===== config.mk =====
export PLATFORM = sky130hd
export DESIGN_NAME = pat_gen_cfg_master
export DESIGN_NICKNAME = d
export VERILOG_FILES = /design/src/rtl/pat_gen_cfg_pkg.sv /design/src/rtl/pat_gen_shadow_bank.sv /design/src/rtl/pat_gen_cfg_master.sv
export SDC_FILE = /design/constraint.sdc
export NUM_CORES = 1
export LEC_CHECK = 0
export CELL_PAD_IN_SITES_DETAIL_PLACEMENT = 2
export CELL_PAD_IN_SITES_GLOBAL_PLACEMENT = 2
export CORE_ASPECT_RATIO = 0.75
export CORE_MARGIN = 1
export CORE_UTILIZATION = 45
export CTS_BUF_LIST = sky130_fd_sc_hd__clkbuf_8
export DETAILED_ROUTE_END_ITERATION = 12
export PLACE_DENSITY_LB_ADDON = 0.3
export SLEW_MARGIN = 0
export SYNTH_ARGS = -nofsm -noshare
export SYNTH_HDL_FRONTEND = slang
export SYNTH_SLANG_ARGS = --single-unit

===== constraint.sdc =====
create_clock -name clk_i -period 6.75 [get_ports clk_i]
set_clock_uncertainty 0.2 [all_clocks]
set_input_delay 1.6875 -clock clk_i [delete_from_list [all_inputs] [get_ports clk_i]]
set_output_delay 1.6875 -clock clk_i [all_outputs]
set_load 0.02 [all_outputs]

===== src/rtl/pat_gen_cfg_pkg.sv =====
// rtl/pat_gen_cfg_pkg.sv - shared types and width helpers for the pattern-generator config master
package pat_gen_cfg_pkg;

  typedef enum logic [1:0] {IDLE, ISSUE, DONE} state_t;

  function automatic int clog2_min1(input int n);
    int w;
    w = 0;
    while ((1 << w) < n) w++;
    return (w < 1) ? 1 : w;
  endfunction

  function automatic int max_width(input int a, input int b);
    return (a > b) ? a : b;
  endfunction

endpackage


===== src/rtl/pat_gen_shadow_bank.sv =====
// rtl/pat_gen_shadow_bank.sv - host-loaded shadow register file, sync write / async read
module pat_gen_shadow_bank #(
  parameter int NUM_REGS   = 21,
  parameter int DATA_WIDTH = 12,
  parameter int IDXW       = 5
) (
  input  logic                  clk,
  input  logic                  rst,
  input  logic                  wr_en,
  input  logic [IDXW-1:0]       wr_idx,
  input  logic [DATA_WIDTH-1:0] wr_data,
  input  logic [IDXW-1:0]       rd_idx,
  output logic [DATA_WIDTH-1:0] rd_data
);

  logic [DATA_WIDTH-1:0] mem [NUM_REGS];

  always_ff @(posedge clk) begin
    if (rst) begin
      for (int i = 0; i < NUM_REGS; i++) mem[i] <= '0;
    end else if (wr_en && (32'(wr_idx) < NUM_REGS)) begin
      mem[wr_idx] <= wr_data;
    end
  end

  // Indices past the bank read as zero so the look-ahead port never goes out of range.
  assign rd_data = (32'(rd_idx) < NUM_REGS) ? mem[rd_idx] : '0;

endmodule


===== src/rtl/pat_gen_cfg_master.sv =====
// rtl/pat_gen_cfg_master.sv - streams the shadow bank to the pattern-generator target on start
module pat_gen_cfg_master
  import pat_gen_cfg_pkg::*;
#(
  parameter int                    ADDR_WIDTH          = 32,
  parameter int                    DATA_WIDTH          = 12,
  parameter int                    NUM_REGS            = 21,
  parameter int                    SUB_REGS_DATA_WIDTH = max_width(ADDR_WIDTH, DATA_WIDTH),
  parameter logic [ADDR_WIDTH-1:0] BASE_ADDR           = '0,
  parameter int                    ADDR_STRIDE         = 4,
  parameter int                    TIMEOUT             = 255,
  localparam int                   IDXW                = clog2_min1(NUM_REGS)
) (
  input  logic                           clk_i,
  input  logic                           rst_i,
  input  logic                           wr_en_i,
  input  logic [IDXW-1:0]                wr_idx_i,
  input  logic [DATA_WIDTH-1:0]          wr_data_i,
  input  logic                           start_i,
  input  logic                           abort_i,
  input  logic                           nopg_i,
  output logic [ADDR_WIDTH-1:0]          si_addr_o,
  output logic [SUB_REGS_DATA_WIDTH-1:0] ctl_pat_data_o,
  output logic                           cfg_pat_gen_o,
  output logic                           busy_o,
  output logic                           done_o,
  output logic                           err_o
);

  localparam int                    TW     = 16;
  localparam logic [TW-1:0]         TLAST  = TW'(TIMEOUT - 1);
  localparam logic [IDXW-1:0]       ILAST  = IDXW'(NUM_REGS - 1);
  localparam logic [ADDR_WIDTH-1:0] STRIDE = ADDR_WIDTH'(ADDR_STRIDE);

  state_t                state;
  logic [IDXW-1:0]       idx;
  logic [IDXW-1:0]       rd_idx;
  logic [TW-1:0]         tcnt;
  logic [DATA_WIDTH-1:0] rd_data;
  logic                  accept;

  // The bank is read one index ahead so the next beat can be registered on accept.
  assign rd_idx = (state == ISSUE) ? idx + 1'b1 : '0;
  assign accept = cfg_pat_gen_o && !nopg_i;

  pat_gen_shadow_bank #(
    .NUM_REGS  (NUM_REGS),
    .DATA_WIDTH(DATA_WIDTH),
    .IDXW      (IDXW)
  ) u_bank (
    .clk    (clk_i),
    .rst    (rst_i),
    .wr_en  (wr_en_i),
    .wr_idx (wr_idx_i),
    .wr_data(wr_data_i),
    .rd_idx (rd_idx),
    .rd_data(rd_data)
  );

  always_ff @(posedge clk_i) begin
    if (rst_i) begin
      state          <= IDLE;
      idx            <= '0;
      tcnt           <= '0;
      si_addr_o      <= '0;
      ctl_pat_data_o <= '0;
      cfg_pat_gen_o  <= 1'b0;
      busy_o         <= 1'b0;
      done_o         <= 1'b0;
      err_o          <= 1'b0;
    end else begin
      done_o <= 1'b0;
      case (state)
        IDLE: begin
          if (start_i && !abort_i) begin
            state          <= ISSUE;
            idx            <= '0;
            tcnt           <= '0;
            si_addr_o      <= BASE_ADDR;
            ctl_pat_data_o <= SUB_REGS_DATA_WIDTH'(rd_data);
            cfg_pat_gen_o  <= 1'b1;
            busy_o         <= 1'b1;
            err_o          <= 1'b0;
          end
        end
        ISSUE: begin
          if (abort_i) begin
            state         <= IDLE;
            cfg_pat_gen_o <= 1'b0;
            busy_o        <= 1'b0;
            tcnt          <= '0;
          end else if (accept) begin
            tcnt <= '0;
            if (idx == ILAST) begin
              state         <= DONE;
              cfg_pat_gen_o <= 1'b0;
              done_o        <= 1'b1;
            end else begin
              idx            <= idx + 1'b1;
              si_addr_o      <= si_addr_o + STRIDE;
              ctl_pat_data_o <= SUB_REGS_DATA_WIDTH'(rd_data);
            end
          end else if (tcnt == TLAST) begin
            state         <= IDLE;
            cfg_pat_gen_o <= 1'b0;
            busy_o        <= 1'b0;
            err_o         <= 1'b1;
            tcnt          <= '0;
          end else begin
            tcnt <= tcnt + 1'b1;
          end
        end
        DONE: begin
          state  <= IDLE;
          busy_o <= 1'b0;
        end
        default: state <= IDLE;
      endcase
    end
  end

endmodule


==> impl_metrics.py, run 1 <==
metrics = {
    "timing": {
        "finalSetupViolCount": 0,
        "drv_slew": 0,
        "finalCritPeriodShare_pct": 65.7,
        "min_period_ns": 4.43,
        "relSlewSlack_pct": 9.04,
        "tns_ns": 0,
        "rsz0062_at_grt": "no",
        "tightest_slew_ns": 1.36,
        "final-hold-violation-count": 0,
        "fmax_mhz": 226,
    },
    "yosys": {
        "synthTopCellsByArea": "edfxtp_1 50%, and2_1 10%, dfxtp_1 8.7%",
        "synth.ff_latch_count": 332,
        "synth_top_area_cell": "edfxtp_1",
        "async_flop_share_pct": 0,
        "synth_cell_types": 64,
        "synth_ff_type": "edfxtp_1",
        "synth_seq_area_share_pct": 58.6,
        "synth_edf_count": 263,
        "synthCells": 1386,
        "yosysWarnings": 0,
        "avgSynthCellArea_um2": 11.4,
        "yosys.area.top_type_share_pct": 49.8,
        "synth_area_um2": 15800,
    },
    "finish": {
        "drive_above_1_share_pct": 11.6,
        "postLayoutCellArea_um2": 17800,
        "area_growth_pct": 12.4,
        "fin_cells": 1935,
        "final_cell_mix": "263 x edfxtp_1, 256 x and2_1, 111 x nand2_1",
        "final_common_cell": "edfxtp_1",
        "final_net_count": 1465,
        "n_antenna_cell": 0,
        "fillers": 3382,
    },
    "detailed_routing": {
        "drtAntennaViolNets": 0,
        "wl_um": 52700,
        "dr_total_vias": 11500,
        "post_drt_via_cell_ratio": 5.95,
        "drtIter0Drc": 1024,
        "drt_first_pass_iters": 5,
        "route.detailed.drc": 0,
        "wl_per_cell_um": 27.2,
    },
    "place": {
        "dpl_cell_area_um2": 16800,
        "io_buffer_count": 68,
        "finalWeightedCongestion": 0.856,
        "dp_hpwl_um": 34200,
        "placed_cells": 1833,
    },
    "cts": {
        "postCtsSetupBuffers": 0,
        "cts_buffers": 55,
        "cts_tree": "yes",
        "ctsLongestPathBuffers": 3,
        "clk_pin_slew_ns": 0.06,
        "cts_resized": 0,
        "htree_levels": 2,
        "ctsRootBufferMaster": "clkbuf_8",
        "insertion_delay_ns": 0.63,
        "clock_sinks": 332,
        "hold_buffers": 0,
    },
    "critical_path": {
        "cp_top_family": "simple AND/OR/NAND/NOR gates",
        "cp_max_fo": 13,
        "crit_buf_inv": 1,
        "reg2reg_slack_ns": 3.19,
        "cp_slowest_stage_delay_ns": 0.67,
        "arrival_ns": 4.50,
        "startpoint_type": "input pin",
        "cp_data_required_time_ns": 6.82,
        "r2r_start": "state[1]$_SDFFE_PP0P_",
        "critPathCaptureType": "register",
        "reg2regPathDepth": 8,
        "slowest_stage": "nor2_1",
        "crit_chain": "clkdlybuf4s50_1 > o21ai_0 > and4b_1 > nand2b_1 > nor2_1 > or2_2",
        "crit_type": "input pin to register",
        "r2r_end": "ctl_pat_data_o[10]$_SDFFE_PP0P_",
    },
    "hold_path": {
        "hold_class": "register to register",
        "hold_depth": 2,
        "hp-start": "si_addr_o[31]$_SDFFE_PP0P_",
        "hold_end": "si_addr_o[31]$_SDFFE_PP0P_",
    },
    "pwr": {
        "finalPower_w": 0.00486,
        "p_leak_nw": 6.17,
        "power_density_nw_per_um2": 273,
        "ir_drop_mv": 0.147,
    },
    "global_routing": {
        "grt_pass1_wl_um": 78000,
        "grt_remaining_overflow": 0,
        "track_usage_pct": 29.5,
        "grt_pass1_vias": 12100,
        "grt_max_degree": 53,
        "antenna_found_initial": 0,
    },
    "floorplan": {
        "die_h_um": 165,
        "io_pins": 91,
        "dieArea_um2": 36000,
        "die_width_um": 219,
        "row_count": 59,
        "start_util_pct": 45.7,
        "core_area_um2": 34700,
    },
    "outcome": {
        "outcome": "completed",
    },
    "job": {
        "cap_violations": 0,
    },
}
power by group:
group / leakage, nW / switching, W / internal (W)
clock: 0.591 / 0.000875 / 0.000882
combinational: 2.52 / 0.000510 / 0.000229
sequential: 3.06 / 0.0000534 / 0.00231
cells by family after synthesis:
| group | count (synthesis) | synth area share [%] |
|---|---|---|
| xor+xnor | 29 | 1.60 |
| other cells | 1 | 0.0237 |
| fa+ha+maj | 9 | 0.711 |
| simple gates | 626 | 22.3 |
| mux | 65 | 4.30 |
| buf+inv | 143 | 4.20 |
| flops | 332 | 58.6 |
| compound gates | 181 | 8.35 |
worst max path at each step:
stage                           start                               to  slack (ns)  cells after the start
after floorplan                 rst_i   u_bank.mem[5][0]$_SDFFCE_PN0P_        3.19                      6
after global placement        wr_en_i  u_bank.mem[17][0]$_SDFFCE_PN0P_        1.98                      7
after detailed placement  wr_idx_i[2]  u_bank.mem[11][6]$_SDFFCE_PN0P_        1.78                      6
after CTS                 wr_idx_i[2]  u_bank.mem[11][8]$_SDFFCE_PN0P_        2.41                      6
after global routing          wr_en_i   u_bank.mem[8][8]$_SDFFCE_PN0P_        2.21                      5
final                     wr_idx_i[2]   u_bank.mem[6][7]$_SDFFCE_PN0P_        2.32                      6
per-layer routing:
metal	vias to the layer above	GRT usage, %	part of all wire (%)
met3	96	4.84	5.9
met5	-	0	0
met2	420	49.3	48
met1	6000	39.6	44
met4	0	8.46	2.3
li1	5002	-	-
worst min-delay path: cells and delay by family (launching register included):
family,cells,cell delay [ns]
DFF,1,0.32
AOI/OAI and AO/OA,2,0.13
metrics by stage:
step	setup slack (ns)	util, %	hold WS (ns)
after global placement	1.98	48.3	0.252
after CTS	2.41	51.3	0.291
final	2.32	51.3	0.293
after global routing	2.21	51.3	0.303
after floorplan	3.19	-	0.253
after detailed placement	1.78	48.3	0.277
state kept, by name, indices dropped and copies added, names as in the netlist:
signal and count:
idx 5, ctl_pat_data_o 12, busy_o 1, cfg_pat_gen_o 1, done_o 1, si_addr_o 30
tcnt 16, u_bank.mem 263, state 2, err_o 1
cell usage after synthesis, types with 25 or more instances:
library cell / number
edfxtp_1: 263
nand3_1: 35
or2_2: 44
buf_4: 25
clkbuf_1: 79
and2_1: 257
nand2_1: 111
mux2i_1: 49
dfxtp_1: 69
o211ai_1: 44
nor2_1: 68
a21oi_1: 26
cell type report:
| type | instances | area, um^2 | share of cell area [%] |
|---|---|---|---|
| Clock buffer | 59 | 812 | 4.56 |
| Clock inverter | 43 | 230 | 1.29 |
| Inverter | 12 | 45.0 | 0.253 |
| Multi-Input combinational cell | 943 | 6040 | 33.9 |
| Sequential cell | 332 | 9280 | 52.1 |
| Tap cell | 457 | 572 | 3.21 |
| Timing Repair Buffer | 89 | 833 | 4.68 |
Power figures use the tool's default switching activity.
==> inputs of run 2 (changes only) <==
--- a/config.mk
+++ b/config.mk
@@ -9,7 +9,7 @@
 export CELL_PAD_IN_SITES_GLOBAL_PLACEMENT = 2
 export CORE_ASPECT_RATIO = 0.75
 export CORE_MARGIN = 1
-export CORE_UTILIZATION = 45
+export CORE_UTILIZATION = 38
 export CTS_BUF_LIST = sky130_fd_sc_hd__clkbuf_8
 export DETAILED_ROUTE_END_ITERATION = 12
 export PLACE_DENSITY_LB_ADDON = 0.3
==> constraint.sdc (replaced) <==
create_clock -name clk_i -period 3.59 [get_ports clk_i]
set_clock_uncertainty 0.2 [all_clocks]
set_input_delay 0.8975 -clock clk_i [delete_from_list [all_inputs] [get_ports clk_i]]
set_output_delay 0.8975 -clock clk_i [all_outputs]
set_load 0.02 [all_outputs]
==> run 2 against run 1 <==
- setup slack got worse by 1.9 ns
- critical path depth increased by 2
- first-iteration DRC count down 14%
- routed wire length fell by 2.5%
- highest routed layer is now met5
- non-clock buffer count grew 53
- register-to-register slack worse by 2.7 ns
- core utilization is 6.3 points lower
==> impl_metrics.py, run 2 (synthesized netlist as in run 1, its figures left out) <==
metrics = {
    "critical_path": {
        "crit_type": "register to register",
        "cp_max_fo": 56,
        "cp_data_required_time_ns": 3.90,
        "critPathCaptureType": "register",
        "arrival_ns": 3.45,
        "startpoint_type": "register",
    },
    "detailed_routing": {
        "drtAntennaViolNets": 0,
        "wl_um": 51400,
        "route.detailed.drc": 0,
        "post_drt_via_cell_ratio": 5.47,
        "drtIter0Drc": 876,
        "wl_per_cell_um": 24.6,
        "drt_first_pass_iters": 4,
        "dr_total_vias": 11400,
    },
    "timing": {
        "finalCritPeriodShare_pct": 87.5,
        "fin_ws_ns": 0.449,
        "rsz0062_at_grt": "no",
        "drv_slew": 0,
        "fmax_mhz": 318,
        "tightest_slew_ns": 0.808,
        "finalSetupViolCount": 0,
        "tns_ns": 0,
        "relSlewSlack_pct": 46.2,
        "min_period_ns": 3.14,
        "final-hold-violation-count": 0,
    },
    "outcome": {
        "outcome": "completed",
    },
    "floorplan": {
        "row_count": 64,
        "io_pins": 91,
        "die_width_um": 238,
        "core_area_um2": 40900,
        "die_h_um": 179,
        "start_util_pct": 38.7,
        "dieArea_um2": 42500,
    },
    "finish": {
        "final_cell_mix": "263 x edfxtp_1, 256 x and2_1, 111 x nand2_1",
        "final_util_pct": 45.1,
        "reg_top3": "u_bank.mem x263, si_addr_o x30, tcnt x16",
        "fin_cells": 2089,
        "drive_above_1_share_pct": 14.2,
        "regMostFlops": "u_bank.mem",
        "largest_reg_flops": 263,
        "area_growth_pct": 16.4,
        "n_antenna_cell": 0,
        "final_common_cell": "edfxtp_1",
        "final_net_count": 1518,
    },
    "place": {
        "post-place-ws_ns": 0.252,
        "finalWeightedCongestion": 0.876,
        "io_buffer_count": 68,
        "dp_hpwl_um": 34600,
        "placed_cells": 1990,
    },
    "pwr": {
        "p_leak_nw": 6.51,
        "finalPower_w": 0.00909,
        "ir_drop_mv": 0.257,
        "power_density_nw_per_um2": 493,
    },
    "global_routing": {
        "use_met3_pct": 5.31,
        "grt_pass1_wl_um": 78000,
        "antenna_found_initial": 1,
        "grtUsageMet2_pct": 40.0,
        "grt_remaining_overflow": 0,
        "grt_busiest_layer": "met2",
        "grt_util_met1_pct": 33.5,
        "track_usage_pct": 24.8,
        "grt_max_degree": 57,
        "grt_pass1_vias": 12400,
    },
    "cts": {
        "cts_tree": "yes",
        "clk_pin_slew_ns": 0.06,
        "insertion_delay_ns": 0.61,
        "htree_levels": 2,
        "cts_resized": 0,
        "cts_buffers": 55,
        "ctsRootBufferMaster": "clkbuf_8",
        "hold_buffers": 0,
        "clock_sinks": 332,
        "ctsLongestPathBuffers": 3,
        "postCtsSetupBuffers": 0,
    },
    "job": {
        "cap_violations": 0,
    },
    "hold_path": {
        "hold_class": "register to register",
    },
}
[run 2: cell types whose count changed in the layout (fill, tap and decap cells not counted)]
cell,before,now
clkinv_1,16,6
clkinvlp_4,1,0
bufinv_16,2,1
buf_12,0,11
buf_4,21,63
clkbuf_8,59,61
clkinv_2,10,3
inv_1,26,40
[run 2: through the flow]
step                      area (um^2)  hold WS (ns)
after global placement          17400         0.265
after global routing            18500         0.328
final                           18500         0.286
after CTS                       18500         0.291
after floorplan                 16000         0.253
after detailed placement        17400         0.275
[run 2: critical path: stages (launching register included)]
cell and delay, ns:
dfxtp_1 0.34, inv_1 0.11, ha_1 0.44, nor2b_4 0.30, buf_12 0.31, mux2i_1 0.13
o211ai_1 0.54, nand4b_1 0.29, a311oi_1 0.32
[run 2: final cells by class]
cell class | count | area [um^2]
clock buffer | 61 | 840
tap | 561 | 702
sequential | 332 | 9280
clock inverter | 38 | 173
fill | 4129 | 22500
inverter | 12 | 45.0
multi-input combinational | 943 | 6040
timing repair buffer | 142 | 1370
[run 2: power by group]
group,internal (W),switching (W),leakage [nW]
Combinational,0.000508,0.000975,2.83
Sequential,0.00434,0.0000932,3.06
Clock,0.00161,0.00156,0.623
[run 2: path summary, 6_finish.rpt]
path / from / endpoint / slack [ns] / cells after the start
max: state[1]$_SDFFE_PP0P_ / ctl_pat_data_o[0]$_SDFFE_PP0P_ / 0.45 / 8
min: err_o$_SDFFE_PP0P_ / err_o$_SDFFE_PP0P_ / 0.29 / 2
max reg2reg: state[1]$_SDFFE_PP0P_ / ctl_pat_data_o[0]$_SDFFE_PP0P_ / 0.45 / 8
min reg2reg: err_o$_SDFFE_PP0P_ / err_o$_SDFFE_PP0P_ / 0.29 / 2
[run 2: routing by layer]
metal  wire length [um]  share of wire [%]
met1              23100                 45
met2              23700                 46
met3               3460                6.7
met4               1140                2.2
met5                 13              0.025
